$ cat src/rtl/imem_loader.sv
// rtl/imem_loader.sv - byte-stream loader that assembles words and writes them into instruction memory
// Optional trailer checksum check is enabled by defining LOADER_CHECKSUM_EN.
module imem_loader #(
  parameter int MAX_WORDS = 256,
  parameter int CNT_W     = 9
) (
  input  logic             clk,
  input  logic             rst,
  input  logic             start,
  input  logic [CNT_W-1:0] len_words,
  input  logic             byte_valid,
  input  logic [7:0]       byte_data,
  output logic             byte_ready,
  output logic             mem_we,
  output logic [31:0]      mem_addr,
  output logic [31:0]      mem_wdata,
  output logic             busy,
  output logic             done,
  output logic             error,
  output logic             cpu_hold
);

`ifdef LOADER_CHECKSUM_EN
  typedef enum logic [2:0] {S_IDLE, S_LOAD, S_WRITE, S_DONE, S_CHECK} state_t;
`else
  typedef enum logic [2:0] {S_IDLE, S_LOAD, S_WRITE, S_DONE} state_t;
`endif

  localparam logic [CNT_W-1:0] ONE = CNT_W'(1);

  state_t           state, state_nxt;
  logic [CNT_W-1:0] len_q;
  logic [CNT_W-1:0] word_idx;
  logic [1:0]       byte_idx;
  logic             len_bad;
  logic             word_last;

  assign len_bad   = (len_words == '0) || (len_words > CNT_W'(MAX_WORDS));
  assign word_last = ((word_idx + ONE) == len_q);
  assign mem_addr  = {{(30-CNT_W){1'b0}}, word_idx, 2'b00};

`ifdef LOADER_CHECKSUM_EN
  logic [7:0] sum_q;
  logic       sum_ok;
  assign sum_ok = ((sum_q + byte_data) == 8'h00);
`endif

  always_ff @(posedge clk or posedge rst) begin
    if (rst) state <= S_IDLE;
    else     state <= state_nxt;
  end

  always_comb begin
    state_nxt  = state;
    byte_ready = 1'b0;
    mem_we     = 1'b0;
    busy       = 1'b0;
    done       = 1'b0;
    cpu_hold   = 1'b1;
    case (state)
      S_IDLE, S_DONE: begin
        done     = (state == S_DONE);
        cpu_hold = (state != S_DONE);
        if (start) state_nxt = len_bad ? S_IDLE : S_LOAD;
      end
      S_LOAD: begin
        busy       = 1'b1;
        byte_ready = 1'b1;
        if (byte_valid && byte_idx == 2'd3) state_nxt = S_WRITE;
      end
      S_WRITE: begin
        busy   = 1'b1;
        mem_we = 1'b1;
`ifdef LOADER_CHECKSUM_EN
        state_nxt = word_last ? S_CHECK : S_LOAD;
`else
        state_nxt = word_last ? S_DONE : S_LOAD;
`endif
      end
`ifdef LOADER_CHECKSUM_EN
      S_CHECK: begin
        busy       = 1'b1;
        byte_ready = 1'b1;
        if (byte_valid) state_nxt = sum_ok ? S_DONE : S_IDLE;
      end
`endif
      default: state_nxt = S_IDLE;
    endcase
  end

  // Datapath: length, word/byte indices, word assembly and the sticky error flag.
  always_ff @(posedge clk or posedge rst) begin
    if (rst) begin
      len_q     <= '0;
      word_idx  <= '0;
      byte_idx  <= '0;
      mem_wdata <= '0;
      error     <= 1'b0;
`ifdef LOADER_CHECKSUM_EN
      sum_q     <= '0;
`endif
    end else begin
      case (state)
        S_IDLE, S_DONE: begin
          if (start) begin
            if (len_bad) begin
              error <= 1'b1;
            end else begin
              error    <= 1'b0;
              len_q    <= len_words;
              word_idx <= '0;
              byte_idx <= '0;
`ifdef LOADER_CHECKSUM_EN
              sum_q    <= '0;
`endif
            end
          end
        end
        S_LOAD: begin
          if (byte_valid) begin
            mem_wdata[{byte_idx, 3'b000} +: 8] <= byte_data;
            byte_idx <= byte_idx + 2'd1;
`ifdef LOADER_CHECKSUM_EN
            sum_q    <= sum_q + byte_data;
`endif
          end
        end
        S_WRITE: word_idx <= word_idx + ONE;
`ifdef LOADER_CHECKSUM_EN
        S_CHECK: if (byte_valid && !sum_ok) error <= 1'b1;
`endif
        default: ;
      endcase
    end
  end

endmodule

$ cat config.mk
export PLATFORM = sky130hd
export DESIGN_NAME = imem_loader
export DESIGN_NICKNAME = d
export VERILOG_FILES = /design/src/rtl/imem_loader.sv
export SDC_FILE = /design/constraint.sdc
export NUM_CORES = 1
export LEC_CHECK = 0
export CORE_UTILIZATION = 30
export DETAILED_ROUTE_END_ITERATION = 16
export PLACE_DENSITY = 0.62
export SLEW_MARGIN = 20
export SYNTH_ARGS = -nofsm -noshare
export SYNTH_HDL_FRONTEND = slang
export SYNTH_SLANG_ARGS = --single-unit
export TNS_END_PERCENT = 1
$ cat constraint.sdc
create_clock -name clk -period 2.4 [get_ports clk]
set_input_delay 0.72 -clock clk [delete_from_list [all_inputs] [get_ports clk]]
set_output_delay 0.72 -clock clk [all_outputs]
set_load 0.1 [all_outputs]
==> results by group, run 1 <==
Logic synthesis
  – Predominant post-synthesis flop cell: dfrtp_1
  – Number of flops mapped to enable cells by yosys: 0
  – Post-Syn Area per Cell: about 11 sq um
  – #FFs+latches synth: 55
  – Post-Syn Area: between 2000 and 3000 sq um
  – Synthesis Warnings: 0
  – Async SR Flop Fraction: 100%
  – Seq/Total Area, Yosys: about half
  – Post-synth cell types: 43
  – Mapped Cells: roughly 250

Critical path
  – Crit. End Element: register
  – Crit-path cells: clkdlybuf4s50_1 -> or4_4 -> or3_4 -> and3_4 -> mux2_4
  – CP arrival: about 2500 ps
  – Type of the worst setup path: input port to register
  – CP Depth: 5
  – Worst EP required: 2590 ps
  – Critical path launch point type: input port
  – Crit-path slowest cell: or4_4
  – R2R Path Start: state[0]$_DFFE_PP0P_
  – R2r worst-path depth: 6
  – Top cell family by delay on the critical path: simple AND/OR/NAND/NOR gates
  – Flop-to-flop setup slack: 450 ps
  – Max incr delay on CP: around 460 ps
  – FF-to-FF End: word_idx[3]$_DFFE_PP0P_
  – Crit-path max FO: 6
  – CP bufs+invs: 1

Min path
  – Min-Delay Endpoint: mem_wdata[16]$_DFFE_PP0P_
  – Hold path start: mem_wdata[16]$_DFFE_PP0P_
  – Worst Hold Class: register to register
  – Hold Path Stages: 1

Clock tree
  – Bufs on Longest Clock Path: 2
  – Clock sinks: 55
  – H-Tree Level Count: 2
  – CTS tree: yes
  – Clk_lat worst skew: ~310 ps
  – Root buf cell: clkbuf_8
  – Num CTS Buffers: 5
  – Clock slew at reported path FFs: 100 ps
  – Hold-fix buffers, CTS: 0

Power
  – Total leakage power: about 1.9 nW
  – Pwr dens: 1360 nW/um^2
  – Maximum VDD drop: 0.000664 V

Timing
  – Setup WS post-layout: about 60 ps
  – Layout Skew: around 11 ps
  – # setup viols final: 0
  – Fmax: roughly 430 MHz
  – Period utilization: ~97%
  – TNS Setup: 0 ps
  – Tmin final: around 2300 ps
  – RSZ-0062 raised after global routing: false
  – Max Slew Vio Count: 0
  – Hold Fails Final Rpt: 0

Global routing
  – Largest net degree at the start of global routing: 33
  – Tot GR Track Use: between 10% and 20%
  – Vias in the first global route: 2148
  – Remaining Overflow, GRT: 0
  – Wire length of the first global-routing pass: roughly 11000 microns
  – Initial antenna violation count: 0

Die
  – Core area: 9200 sq um
  – FP Rows: 35
  – Starting density of the core: ~31%
  – Die outline height: between 90 and 100 microns
  – Io pins: just over 90
  – Die width: about 99 microns
  – Die ar.: about 10000 sq um

Drt
  – Initial DRC Count: 67
  – Via count: ~2200
  – Vias per cell: slightly below 5
  – Antenna Nets Post-Route: 0
  – DRC errors left: 0
  – DRT Pass-1 Iters: 4
  – Final WL: roughly 7000 microns
  – WL/cell: ~15 microns

Cells and area
  – Post-route cell area: 3880 sq um
  – Antenna Cells: 0
  – P&R area growth vs syn: 36.6%
  – Layout Nets: approximately 370
  – Share of layout cells above drive strength 1: 33.1%

Placement
  – IO buf count: 67
  – Placer congestion estimate: roughly 0.79
  – DP Wirelength: between 5000 and 6000 microns
  – Place WS: -440 ps
  – Area post-placement: between 3000 and 4000 sq um

Status
  – Status: complete, no violations

Flow run
  – Max-cap viol count: 0
per-layer routing:
metal  vias to the layer above  routed length, microns  GRT usage, %
li1                       1055                       -             -
met1                      1100                    3230          19.7
met2                        79                    3250          23.9
met3                         6                     400          3.02
met4                         0                      78          3.17
met5                         -                       0             0
power breakdown:
group,switching [mW],internal [mW]
Combinational,2.36,0.878
Clock,0.325,0.212
Sequential,0.263,1.23
flip-flops by register name, indices dropped and copies added (netlist names):
signal     flops
mem_wdata     32
len_q          9
word_idx       9
byte_idx       2
state          2
error          1
layout make-up:
cell class | count | area [sq um]
multi-input cells | 176 | 1390
clock inverters | 3 | 23.8
repair buffers | 93 | 842
well taps | 111 | 139
flip-flops and latches | 55 | 1380
fillers | 890 | 5310
inverters | 12 | 45.0
clock buffers | 5 | 68.8
stage by stage:
stage | instances | power (mW) | util, % | hold slack [ps]
after global placement | 444 | 4.68 | 40.2 | 489
final | 455 | 5.26 | 42.2 | 516
after detailed placement | 444 | 4.72 | 40.2 | 493
after global routing | 455 | 5.48 | 42.2 | 527
after CTS | 455 | 5.29 | 42.0 | 519
after floorplan | 270 | 4.01 | - | 502
cells by family after synthesis:
| family | Yosys count | synth area share [%] |
|---|---|---|
| AOI/OAI and AO/OA | 66 | 18.2 |
| DFF | 55 | 48.4 |
| and+or+nand+nor | 55 | 11.7 |
| buffers and inverters | 40 | 8.59 |
| xor gates and xnor gates | 11 | 3.39 |
| adders and majority gates | 10 | 4.40 |
| muxes | 10 | 5.15 |
| other | 1 | 0.132 |
synthesized netlist by cell type (4+ instances only):
| cell type | number | share of area [%] |
|---|---|---|
| nor2_1 | 9 | 1.2 |
| dfrtp_1 | 55 | 48 |
| and2_1 | 5 | 1.1 |
| buf_4 | 23 | 6.1 |
| nand2_1 | 9 | 1.2 |
| a21oi_1 | 5 | 0.88 |
| mux2_4 | 9 | 4.8 |
| xnor2_1 | 8 | 2.5 |
| o21ai_1 | 8 | 1.4 |
| nand3_1 | 10 | 1.8 |
| a22o_1 | 33 | 10 |
| clkbuf_1 | 4 | 0.53 |
| ha_1 | 10 | 4.4 |
| inv_1 | 12 | 1.6 |
| o31ai_1 | 5 | 1.3 |
placed cells by master, fill, tap and decap left out, drive strengths merged, types with 2 or more instances in the layout:
cell type      instances
buf                   73
dfrtp                 55
a22o                  33
conb                  23
clkdlybuf4s50         13
inv                   13
o21ai                 11
nand3                 10
mux2                  10
ha                    10
nor2                   9
nand2                  9
xnor2                  8
and2                   5
a21oi                  5
clkbuf                 5
dlygate4sd2            5
o31ai                  5
and3                   5
or3                    4
nor4b                  3
nor2b                  3
xor2                   3
or4                    2
nor3                   2
a211oi                 2
dlymetal6s2s           2
nor4                   2
worst max path at each step:
stage / start / to
after floorplan: word_idx[1]$_DFFE_PP0P_ / state[1]$_DFFE_PP0P_
after global placement: len_words[1] / state[0]$_DFFE_PP0P_
after detailed placement: len_words[1] / byte_idx[0]$_DFFE_PP0P_
after CTS: len_words[7] / len_q[2]$_DFFE_PP0P_
after global routing: len_words[7] / word_idx[6]$_DFFE_PP0P_
final: len_words[7] / len_q[2]$_DFFE_PP0P_
what timing repair did:
| item | in CTS | in global routing |
|---|---|---|
| resized for setup | 15 | 7 |
| gates cloned | 2 | 0 |
| pin swaps | 4 | 1 |
| setup endpoints to repair | 21 | 15 |
| setup buffers | 1 | 0 |
No activity file was read; power rests on OpenSTA's default activity.
==> inputs of run 2 (changes only) <==
==> constraint.sdc (replaced) <==
create_clock -name clk -period 2.4 [get_ports clk]
set_input_delay 0.72 -clock clk [delete_from_list [all_inputs] [get_ports clk]]
set_output_delay 0.72 -clock clk [all_outputs]
set_load 0.05 [all_outputs]
==> run 2 against run 1 <==
Register-to-register slack lost 20 ps. Flip-flop and latch count is the same. Critical endpoint unchanged. Worst hold slack lost 3.4 ps.
==> results by group, run 2 (synthesis results as in run 1) <==
Status
  – Status: complete, no violations

Cells and area
  – Layout Nets: between 300 and 400
  – FF+latch area: 1380 sq um
  – Largest register FFs: 32
  – Area of the multi-input gates: 1340 sq um
  – Share of layout cells above drive strength 1: approximately a fifth
  – P&R area growth vs syn: 36.3%
  – Antenna Cells: 0
  – Most frequent cells in the layout: dfrtp_1, clkdlybuf4s50_1, a22o_1
  – # fillers: between 900 and 1000
  – Commonest non-fill, non-tap cell in the layout: dfrtp_1
  – Largest regs: mem_wdata x32, len_q x9, word_idx x9
  – Largest Register: mem_wdata
  – Post-Route Utilization: between 40% and 50%

Power
  – Pwr dens: roughly 1100 nW/um^2
  – Total leakage power: approximately 1.8 nW
  – Maximum VDD drop: ~0.00046 V

Timing
  – RSZ-0062 raised after global routing: false
  – Tmin final: between 2000 and 2500 ps
  – Hold Fails Final Rpt: 0
  – Worst hold slack: 513 ps
  – Layout Skew: between 9 and 10 ps
  – # setup viols final: 0
  – Rel. slew slack: around 65%
  – Period utilization: just under 100%
  – Fmax: about 420 MHz
  – Slew at the pin with the worst max-slew slack: 518 ps
  – Max Slew Vio Count: 0

Die
  – Die outline height: about 99 microns
  – Die ar.: approximately 9900 sq um
  – Io pins: 91
  – FP Rows: 35
  – Starting density of the core: about 31%
  – Core area: between 9000 and 10000 sq um
  – Die width: roughly 99 microns

Global routing
  – Largest net degree at the start of global routing: 33
  – Initial antenna violation count: 0
  – Wire length of the first global-routing pass: between 10000 and 15000 microns
  – Vias in the first global route: 2174
  – Remaining Overflow, GRT: 0
  – Tot GR Track Use: 14.8%

Drt
  – Via count: 2233
  – WL/cell: approximately 15 microns
  – Antenna Nets Post-Route: 0
  – Final WL: roughly 7000 microns
  – Initial DRC Count: 81
  – DRC errors left: 0
  – DRT Pass-1 Iters: 4
  – Vias per cell: ~4.9

Critical path
  – CP arrival: 2590 ps
  – Crit-path max FO: 6
  – Critical path launch point type: input port
  – Worst EP required: approximately 2600 ps
  – R2R Path Start: word_idx[0]$_DFFE_PP0P_
  – Crit. End Element: register
  – Critical Path Start: len_words[7]
  – Type of the worst setup path: input port to register

Clock tree
  – H-Tree Level Count: 2
  – Num CTS Buffers: 5
  – Bufs on Longest Clock Path: 2
  – Clock sinks: 55
  – CTS tree: yes
  – Clock slew at reported path FFs: approximately 100 ps
  – Hold-fix buffers, CTS: 0
  – Root buf cell: clkbuf_8
  – Clk_lat worst skew: a little over 300 ps

Min path
  – Worst Hold Class: register to register
  – Hold path start: mem_wdata[20]$_DFFE_PP0P_

Flow run
  – Max-cap viol count: 0

Placement
  – DP Wirelength: ~5100 microns
  – Placer congestion estimate: 0.810
  – IO buf count: 67
==> run 2: critical path: stages <==
cell and delay [ps]:
clkdlybuf4s50_1 420, or4_4 530, or3_4 380, and3_4 230, mux2_4 300
==> run 2: metal layers <==
layer  GRT usage [%]  share of wire (%)
met4            2.60               0.72
met5               0                  0
met2            23.7                 45
met1            20.5                 47
met3            3.58                6.7
==> run 2: report_power, final <==
group	switching (mW)	internal, mW	total [mW]
Combinational	1.39	0.940	2.33
Sequential	0.254	1.23	1.49
Clock	0.329	0.212	0.541
==> run 2: path summary, 6_finish.rpt <==
kind                                                   to  slack [ps]  cells after the start
worst max-delay path                 len_q[2]$_DFFE_PP0P_          10                      5
worst min-delay path            mem_wdata[20]$_DFFE_PP0P_         510                      1
worst max register to register       state[1]$_DFFE_PP0P_         430                      6
worst min register to register  mem_wdata[20]$_DFFE_PP0P_         510                      1
max in group asynchronous       mem_wdata[26]$_DFFE_PP0P_        1290                      3
min in group asynchronous         word_idx[7]$_DFFE_PP0P_         760                      3
==> run 2: through the flow <==
stage          TNS (ps)  worst slack, ps  area [sq um]  power, mW  cells
3_3_place_gp      -8270             -409          3740       3.80    444
5_1_grt               0             1.37          3870       4.60    454
2_1_floorplan         0             8.66          2930       3.07    270
6_report              0             15.0          3870       4.36    454
4_1_cts               0             3.91          3860       4.40    454
3_5_place_dp      -8980             -446          3740       3.83    444
==> run 2: what timing repair did <==
action,CTS,global route
pin swaps,3,1
setup buffers,1,0
resized for setup,9,3
endpoints found under the setup margin,21,21
gates cloned,1,0
==> run 2: final cells by class <==
cell class	instances	area share, %
inverters	12	1.16
repair buffers	92	22.7
clock buffers	5	1.78
multi-input cells	176	34.6
clock inverters	3	0.614
flip-flops and latches	55	35.5
well taps	111	3.59
==> inputs of run 3 (changes only) <==
- PLACE_DENSITY: 0.62 -> 0.54
==> run 3 against run 2 <==
Power increased by 0.19%. Count of clock-buffer cells in the layout stayed put. The flow now finishes with violations (DRC). Sequential share of layout area decreased by 0.26 points. Clock power grew 1%. Register-to-register slack got worse by 80 ps. Largest power group unchanged. Highest routed layer unchanged. Critical endpoint is now mem_addr[3].
==> results by group, run 3 (synthesis results as in run 1) <==
Die
  – Io pins: a little over 90
  – FP Rows: 35
  – Die width: between 90 and 100 microns
  – Starting density of the core: a little under a third
  – Core area: between 9000 and 10000 sq um
  – Die ar.: ~9900 sq um
  – Die outline height: slightly below 100 microns

Clock tree
  – Clk_lat worst skew: around 310 ps
  – Clock sinks: 55
  – Post-CTS setup buffers: 0
  – Clock slew at reported path FFs: around 110 ps
  – Num CTS Buffers: 5
  – CTS tree: yes
  – Root buf cell: clkbuf_8
  – H-Tree Level Count: 2
  – Bufs on Longest Clock Path: 2

Timing
  – Slew at the pin with the worst max-slew slack: 514 ps
  – Fmax: about 430 MHz
  – Max Slew Vio Count: 0
  – Tmin final: around 2300 ps
  – RSZ-0062 raised after global routing: false
  – Hold Fails Final Rpt: 0
  – Setup WS post-layout: 57.2 ps
  – # setup viols final: 0
  – Period utilization: a little over nine tenths
  – Rel. slew slack: 65.7%
  – Layout Skew: roughly 17 ps

Power
  – Sw power: slightly below 2 mW
  – Switch share: 45.2%
  – Reg power frac: between 30 and 40%
  – Power Total: 4.37 mW
  – Logic pwr share: ~54%
  – Clk pwr share: ~13%
  – Pwr dens: 1120 nW/um^2
  – Maximum VDD drop: between 0.0004 and 0.0005 V
  – Power Internal: roughly 2.4 mW
  – Total leakage power: ~1.8 nW

Cells and area
  – Most frequent cells in the layout: dfrtp_1, clkdlybuf4s50_1, a22o_1
  – P&R area growth vs syn: 37.3%
  – Largest register FFs: 32
  – Post-Route Utilization: a little over two fifths
  – Layout Nets: approximately 370
  – Layout Cells excl Fill: 455
  – Share of layout cells above drive strength 1: 19.5%
  – Largest regs: mem_wdata x32, len_q x9, word_idx x9
  – Largest Register: mem_wdata
  – Post-route cell area: between 3000 and 4000 sq um
  – Commonest non-fill, non-tap cell in the layout: dfrtp_1
  – Antenna Cells: 0

Drt
  – Antenna Nets Post-Route: 0
  – WL/cell: between 15 and 20 microns
  – Via count: approximately 2200
  – Initial DRC Count: 45
  – DRT Pass-1 Iters: 10
  – Vias per cell: 4.85
  – Final WL: between 7000 and 8000 microns
  – DRC errors left: 2

Global routing
  – Initial antenna violation count: 0
  – Largest net degree at the start of global routing: 32
  – Wire length of the first global-routing pass: between 10000 and 15000 microns
  – Tot GR Track Use: 15.2%
  – Vias in the first global route: 2258
  – Remaining Overflow, GRT: 0

Placement
  – Placer congestion estimate: roughly 0.77
  – Area post-placement: ~3800 sq um
  – Place WS: -453 ps
  – DP Wirelength: around 5200 microns
  – IO buf count: 67
  – Placed instance count: 445

Critical path
  – CP arrival: about 1600 ps
  – Crit-path max FO: 6
  – Top cell family by delay on the critical path: buffers and inverters
  – Crit. End Element: output pin
  – CP bufs+invs: 1
  – Worst EP required: 1680 ps
  – Crit-path cells: clkdlybuf4s50_1
  – Type of the worst setup path: register to output pin
  – Critical path launch point type: register
  – Flop-to-flop setup slack: 350 ps
  – Max incr delay on CP: approximately 840 ps
  – Crit-path slowest cell: clkdlybuf4s50_1

Status
  – Violated checks: DRC
  – Status: finished, violations left

Flow run
  – Max-cap viol count: 0

Min path
  – Worst Hold Class: register to register
==> run 3: cell count changes in the layout (fill, tap and decap cells not counted), sizes merged <==
cell / before / now
dlygate4sd2: 4 / 6
clkinv: 1 / 0
inv: 13 / 14
dlymetal6s2s: 2 / 3
clkdlybuf4s50: 53 / 50
buf: 33 / 34
==> run 3: layer usage <==
layer / wire [microns] / global-route usage, % / up-vias
met5: 0 / 0 / -
met4: 42 / 3.28 / 0
met3: 332 / 3.44 / 4
li1: - / - / 1059
met2: 3340 / 25.0 / 70
met1: 3500 / 20.6 / 1074
==> run 3: power by group through the flow <==
stage / Combinational [mW] / Sequential [mW] / Clock (mW)
global placement: 2.30 / 1.49 / 0
CTS: 2.36 / 1.48 / 0.578
detailed placement: 2.33 / 1.49 / 0
global route: 2.48 / 1.52 / 0.612
finish: 2.35 / 1.47 / 0.549
floorplan: 0.906 / 2.16 / 0
==> run 3: worst paths after layout <==
kind,from,endpoint,cells past startpoint
setup / recovery,word_idx[1]$_DFFE_PP0P_,mem_addr[3],1
max in group asynchronous,rst,mem_wdata[29]$_DFFE_PP0P_,3
setup reg to reg,word_idx[0]$_DFFE_PP0P_,state[1]$_DFFE_PP0P_,6
hold / removal,mem_wdata[11]$_DFFE_PP0P_,mem_wdata[11]$_DFFE_PP0P_,1
hold reg to reg,mem_wdata[11]$_DFFE_PP0P_,mem_wdata[11]$_DFFE_PP0P_,1
min in group asynchronous,rst,mem_wdata[30]$_DFFE_PP0P_,2
==> run 3: per-stage QoR <==
stage	setup TNS, ps	hold slack (ps)
after detailed placement	-9060	492
after floorplan	0	502
after global placement	-8470	489
final	0	511
after global routing	0	524
after CTS	0	519
==> run 3: layout make-up <==
| type | instances | area (sq um) |
|---|---|---|
| Clock inverter | 3 | 25.0 |
| Sequential cell | 55 | 1380 |
| Multi-Input combinational cell | 176 | 1350 |
| Tap cell | 111 | 139 |
| Clock buffer | 5 | 68.8 |
| Inverter | 12 | 45.0 |
| Timing Repair Buffer | 93 | 900 |
| Fill cell | 913 | 5290 |
==> run 3: repair_timing <==
item                                    CTS  global route
endpoints found under the setup margin   21            12
pin swaps                                 6             5
hold buffers                              0             0
gates resized for setup                  13             4
cloned                                    2             0
